### config.mk
export PLATFORM = sky130hd
export DESIGN_NAME = nrs_cinit_ctrl
export DESIGN_NICKNAME = d
export VERILOG_FILES = /design/src/rtl/nrs_cinit_ctrl_pkg.sv /design/src/rtl/nrs_cinit_ctrl_add.sv /design/src/rtl/nrs_cinit_ctrl.sv
export SDC_FILE = /design/constraint.sdc
export NUM_CORES = 1
export LEC_CHECK = 0
export CORE_MARGIN = 3
export CORE_UTILIZATION = 60
export DETAILED_ROUTE_END_ITERATION = 10
export PLACE_DENSITY = 0.95
export SETUP_SLACK_MARGIN = 0.05
export SLEW_MARGIN = 20
export SYNTH_ARGS = -nofsm -noshare
export SYNTH_HDL_FRONTEND = slang
export SYNTH_SLANG_ARGS = --single-unit
### constraint.sdc
create_clock -name clk_i -period 8.3 [get_ports clk_i]
set_input_delay 1.245 -clock clk_i [delete_from_list [all_inputs] [get_ports clk_i]]
set_output_delay 1.245 -clock clk_i [all_outputs]
set_load 0.05 [all_outputs]
### src/rtl/nrs_cinit_ctrl_pkg.sv
// Shared widths, limits and FSM encoding for the NRS c_init sequencer.
package nrs_cinit_ctrl_pkg;

    localparam int unsigned NS_W    = 5;
    localparam int unsigned L_W     = 3;
    localparam int unsigned NID_W   = 9;
    localparam int unsigned ACC_W   = 18;
    localparam int unsigned CINIT_W = 31;

    localparam int unsigned A_W       = 8;
    localparam int unsigned B_W       = NID_W + 1;
    localparam int unsigned MUL_STEPS = 8;

    localparam int unsigned NS_MAX    = 19;
    localparam int unsigned L_MAX     = 6;
    localparam logic        NORMAL_CP = 1'b1;

    typedef enum logic [2:0] {
        StIdle,
        StA0,
        StA1,
        StA2,
        StMul,
        StDone
    } state_e;

endpackage

### src/rtl/nrs_cinit_ctrl_add.sv
// Shared registered adder: combinational sum plus an enabled accumulator register.
module nrs_cinit_ctrl_add #(
    parameter int unsigned WIDTH = 18
) (
    input  logic             clk_i,
    input  logic             rst_ni,
    input  logic             en_i,
    input  logic [WIDTH-1:0] a_i,
    input  logic [WIDTH-1:0] b_i,
    output logic [WIDTH-1:0] sum_o,
    output logic [WIDTH-1:0] q_o
);

    logic [WIDTH-1:0] q_q;

    assign sum_o = a_i + b_i;
    assign q_o   = q_q;

    always_ff @(posedge clk_i or negedge rst_ni) begin
        if (!rst_ni) begin
            q_q <= '0;
        end else if (en_i) begin
            q_q <= sum_o;
        end
    end

endmodule

### src/rtl/nrs_cinit_ctrl.sv
// NRS c_init sequencer: 2^10*A*B + B with one time-multiplexed adder (shift-add multiply).
// Optional NRS_CINIT_EARLY_EXIT_EN stops the multiply once the remaining bits of A are zero.
module nrs_cinit_ctrl
    import nrs_cinit_ctrl_pkg::*;
(
    input  logic               clk_i,
    input  logic               rst_ni,
    input  logic               start_i,
    input  logic [NS_W-1:0]    ns_i,
    input  logic [L_W-1:0]     l_i,
    input  logic [NID_W-1:0]   n_id_i,
    output logic               busy_o,
    output logic               done_o,
    output logic               err_o,
    output logic [CINIT_W-1:0] cinit_o
);

    state_e               state_q, state_d;
    logic [2:0]           cnt_q, cnt_d;
    logic [NS_W-1:0]      ns_q;
    logic [L_W-1:0]       l_q;
    logic [B_W-1:0]       b_q;
    logic [A_W-1:0]       a_q;
    logic [CINIT_W-1:0]   cinit_q;
    logic                 done_q, err_q;

    logic                 add_en;
    logic [ACC_W-1:0]     add_a, add_b, add_sum, acc_q;
    logic                 in_range, start_ok, start_bad, mul_last;
    logic                 unused_sum_hi;

    assign in_range  = (ns_i <= NS_W'(NS_MAX)) && (l_i <= L_W'(L_MAX));
    assign start_ok  = start_i && (state_q == StIdle) && in_range;
    assign start_bad = start_i && (state_q == StIdle) && !in_range;

`ifdef NRS_CINIT_EARLY_EXIT_EN
    assign mul_last = (cnt_q == 3'(MUL_STEPS - 1)) || ((a_q >> (4'(cnt_q) + 4'd1)) == '0);
`else
    assign mul_last = (cnt_q == 3'(MUL_STEPS - 1));
`endif

    nrs_cinit_ctrl_add #(
        .WIDTH (ACC_W)
    ) u_add (
        .clk_i  (clk_i),
        .rst_ni (rst_ni),
        .en_i   (add_en),
        .a_i    (add_a),
        .b_i    (add_b),
        .sum_o  (add_sum),
        .q_o    (acc_q)
    );

    assign unused_sum_hi = ^add_sum[ACC_W-1:A_W];

    always_ff @(posedge clk_i or negedge rst_ni) begin
        if (!rst_ni) begin
            state_q <= StIdle;
        end else begin
            state_q <= state_d;
        end
    end

    always_comb begin
        state_d = state_q;
        unique case (state_q)
            StIdle:  if (start_ok) state_d = StA0;
            StA0:    state_d = StA1;
            StA1:    state_d = StA2;
            StA2:    state_d = StMul;
            StMul:   if (mul_last) state_d = StDone;
            StDone:  state_d = StIdle;
            default: state_d = StIdle;
        endcase
    end

    // Adder operand selection; step 0 of the multiply muxes the accumulator to 0 instead of clearing it.
    always_comb begin
        add_en = 1'b0;
        add_a  = '0;
        add_b  = '0;
        cnt_d  = cnt_q;
        unique case (state_q)
            StA0: begin
                add_en = 1'b1;
                add_a  = ACC_W'(ns_q) << 2;
                add_b  = ACC_W'(ns_q) << 1;
            end
            StA1: begin
                add_en = 1'b1;
                add_a  = acc_q;
                add_b  = ACC_W'(ns_q);
            end
            StA2: begin
                add_en = 1'b1;
                add_a  = acc_q;
                add_b  = ACC_W'({1'b1, l_q});
                cnt_d  = '0;
            end
            StMul: begin
                add_en = 1'b1;
                add_a  = (cnt_q == '0) ? '0 : acc_q;
                add_b  = a_q[cnt_q] ? (ACC_W'(b_q) << cnt_q) : '0;
                cnt_d  = cnt_q + 3'd1;
            end
            default: ;
        endcase
    end

    always_ff @(posedge clk_i or negedge rst_ni) begin
        if (!rst_ni) begin
            cnt_q   <= '0;
            ns_q    <= '0;
            l_q     <= '0;
            b_q     <= '0;
            a_q     <= '0;
            cinit_q <= '0;
            done_q  <= 1'b0;
            err_q   <= 1'b0;
        end else begin
            cnt_q  <= cnt_d;
            done_q <= (state_q == StDone);
            err_q  <= start_bad;
            if (start_ok) begin
                ns_q <= ns_i;
                l_q  <= l_i;
                b_q  <= {n_id_i, NORMAL_CP};
            end
            if (state_q == StA2) begin
                a_q <= add_sum[A_W-1:0];
            end
            // B is odd and below 2^10, so OR-ing it under the shifted product never carries.
            if (state_q == StDone) begin
                cinit_q <= CINIT_W'({acc_q, {B_W{1'b0}}} | (ACC_W + B_W)'(b_q));
            end
        end
    end

    assign busy_o  = (state_q != StIdle);
    assign done_o  = done_q;
    assign err_o   = err_q;
    assign cinit_o = cinit_q;

endmodule
==> impl_metrics.tcl <==
set metrics [dict create \
    io_buffers 50 \
    dpl.cell_count 583 \
    antenna_found_initial 0 \
    met1_usage 0.307 \
    chipWidth_um 93.7 \
    synth_fa_ha_area_frac 0.0586 \
    core_area_mm2 0.00737 \
    routabilityCongestion 0.908 \
    final_max_slew_viol_count 0 \
    fin_tns_setup_ps 0 \
    grt_max_degree 81 \
    netlist_top_cells_area "dfrtp_1 (43%), mux2_2 (13%), ha_1 (5.4%)" \
    cts_sinks 80 \
    n_antenna_cell 0 \
    synth_edf_count 0 \
    worst_pin_slew_ps 878 \
    yosysSeqAreaShare 0.434 \
    rr_endpoint "u_add.q_o[16]$_DFFE_PN0N_" \
    htreeDepth 3 \
    yosysUniqueCellTypes 51 \
    max_slew_margin 0.413 \
    ir_drop_v 0.000296 \
    clk_latency_ps 360 \
    final-setup-viol-count 0 \
    synth_common_cells "dfrtp_1 (80), nand2_1 (57), mux2_2 (52)" \
    critPathMaxFanout 21 \
    synth_seq_cells 80 \
    worst_slack_ps 4210 \
    clock.fmax_mhz 244 \
    grtUsageTotal 0.235 \
    gr-usage-met2 0.384 \
    grt_pass1_wl_mm 16.3 \
    yosysWarnings 0 \
    finClkSkew_ps 9.40 \
    synth_compound_area_frac 0.157 \
    min_path_cells 2 \
    dpl_worst_slack_ps 4270 \
    grtUsageMet3 0.0417 \
    critical_path_class "flop to flop" \
    num_rows 31 \
    clock-root-buffer "clkbuf_8" \
    initial_core_util 0.625 \
    power_density_mw_per_mm2 345 \
    synth_async_sr_flop_share 1.00 \
    stdcell_count 598 \
    grt.busiest_layer "met2" \
    drtIter0Drc 291 \
    period_needed_ps 4090 \
    hold_end "cinit_o[16]$_DFFE_PN0P_" \
    crit_arrival_ps 4360 \
    post_cts_resized 0 \
    r2r-start "cnt_q[0]$_DFFE_PN0N_" \
    synth_top_area_cell "dfrtp_1" \
    hold_path_startpoint "cinit_o[16]$_DFFE_PN0P_" \
    post-synth-top-count-cell "dfrtp_1" \
    synth-simple-area-share 0.131 \
    die_h_um 93.7 \
    postSynthCellCount 454 \
    ios 54 \
    crit_path_end_kind "flop" \
    yosysTopAreaCellShare 0.434 \
    numCtsBuffers 9 \
    routed_wl_mm 9.89 \
    path_clk_slew_ps 80 \
    synth_top_family_by_area "multiplexers" \
    grt_pass1_vias 3504 \
    syn_area_mm2 0.00461 \
    cap_viol_max_count 0 \
    hpwlAfterDp_mm 7.04 \
    die-area_mm2 0.00877 \
    final_util 0.729 \
    syn_avg_cell_area_um2 10.2 \
    vias 3596 \
    fin_crit_sh 0.493 \
    critical_path.startpoint_type "flop" \
    regToRegSetupSlack_ps 4210 \
    cts_hold_buf 0 \
    finalNetCount 537 \
    status "finished clean" \
    p_leak_nw 2.46 \
    grt_overflow 0 \
    viasPerCell 6.01 \
    synth-xor-area-share 0.0247 \
    wl_per_cell_um 16.5 \
    cts_buffer_depth 2 \
    synthToLayoutAreaGrowth_pct 16.5 \
    post_cts_buffers 0 \
    hold_class "flop to flop" \
    first_pass_iters 5 \
    fillers 529 \
    synth-main-ff-cell "dfrtp_1" \
    cts_tree "yes" \
    final_area_mm2 0.00537 \
    antenna_left 0 \
    rsz0062_at_grt "no" \
    finalHoldViolations 0 \
    drive_gt1_frac 0.178 \
    reg2reg_depth 13 \
    synth_mux_area_frac 0.161 \
    crit_required_ps 8570 \
    dpl-instance-area_mm2 0.00514 \
    drcViolationCount 0 \
]
[where the power goes]
| group | internal, mW | total [mW] | switching (mW) | leakage (nW) |
|---|---|---|---|---|
| combinational | 0.357 | 0.890 | 0.532 | 1.31 |
| clock | 0.173 | 0.310 | 0.137 | 0.108 |
| sequential | 0.515 | 0.655 | 0.140 | 1.04 |
[worst max-delay path: stages (launching register included)]
cell      delay [ps]
dfrtp_1          860
inv_1            260
ha_1             260
nor2b_1          130
o21ai_2          590
a22o_1           240
ha_1             280
a21o_1           210
a21oi_1          280
o21ai_1          170
a21oi_2          270
a21boi_2          90
o21a_1           180
o31ai_2          160
[per-layer routing]
metal  vias up  wire [um]
met1      1736       4270
met4         0        283
met2       138       4820
met3        26        515
met5         -          0
li1       1696          -
[through the flow]
stage | hold WS [ps] | total power [mW]
after CTS | 492 | 1.85
after detailed placement | 475 | 1.53
final | 491 | 1.86
after global routing | 520 | 1.97
after floorplan | 445 | 1.30
after global placement | 466 | 1.50
[registers in the layout (all words and copies together), names as in the netlist]
name,flops
cnt_q,3
b_q,10
done_o,1
a_q,8
ns_q,5
l_q,3
cinit_o,28
state_q,3
u_add.q_o,18
err_o,1
[worst max-delay path by stage]
stage                          from                         to  slack, ps  cells past startpoint
6_report       cnt_q[0]$_DFFE_PN0N_  u_add.q_o[16]$_DFFE_PN0N_       4210                     13
5_1_grt        cnt_q[0]$_DFFE_PN0N_  u_add.q_o[17]$_DFFE_PN0N_       3830                     13
4_1_cts        cnt_q[0]$_DFFE_PN0N_  u_add.q_o[16]$_DFFE_PN0N_       4250                     13
3_5_place_dp   cnt_q[0]$_DFFE_PN0N_  u_add.q_o[17]$_DFFE_PN0N_       4270                     13
3_3_place_gp   cnt_q[0]$_DFFE_PN0N_  u_add.q_o[17]$_DFFE_PN0N_       4430                     13
2_1_floorplan  cnt_q[1]$_DFFE_PN0N_  u_add.q_o[16]$_DFFE_PN0N_       4980                     17
[area by class of cell]
type                       count  area (um^2)  share of cell area
clock inverter                 4         70.1              0.0130
timing repair buffer          52          533              0.0992
tap                           99          124              0.0231
inverter                      11         41.3             0.00769
multi-input combinational    342         2460               0.459
sequential                    80         2000               0.373
clock buffer                  10          138              0.0256
[placed cells by master, fill, tap and decap left out, types with 4 or more instances in the layout]
master | Yosys | layout
xnor2_1 | 7 | 7
nand3_1 | 8 | 8
o211ai_1 | 4 | 4
inv_1 | 11 | 11
o21ai_0 | 31 | 31
a21oi_1 | 26 | 26
clkdlybuf4s50_1 | 0 | 49
nor2b_1 | 5 | 5
o22ai_1 | 4 | 4
and2_1 | 16 | 16
a211oi_1 | 6 | 6
mux2i_1 | 9 | 9
a21o_1 | 5 | 5
a31oi_1 | 4 | 4
o21a_1 | 6 | 6
dfrtp_1 | 80 | 80
nor2_1 | 29 | 29
nand2_1 | 57 | 57
a22o_1 | 4 | 4
mux2_2 | 52 | 52
ha_1 | 20 | 20
xor2_1 | 6 | 6
clkbuf_8 | 0 | 10
[cells by family after synthesis]
| group | count (synthesis) |
|---|---|
| xor+xnor | 13 |
| compound gates | 111 |
| other cells | 1 |
| buf+inv | 34 |
| flops | 80 |
| mux | 64 |
| simple gates | 130 |
| fa+ha+maj | 21 |
Power figures use the tool's default switching activity.
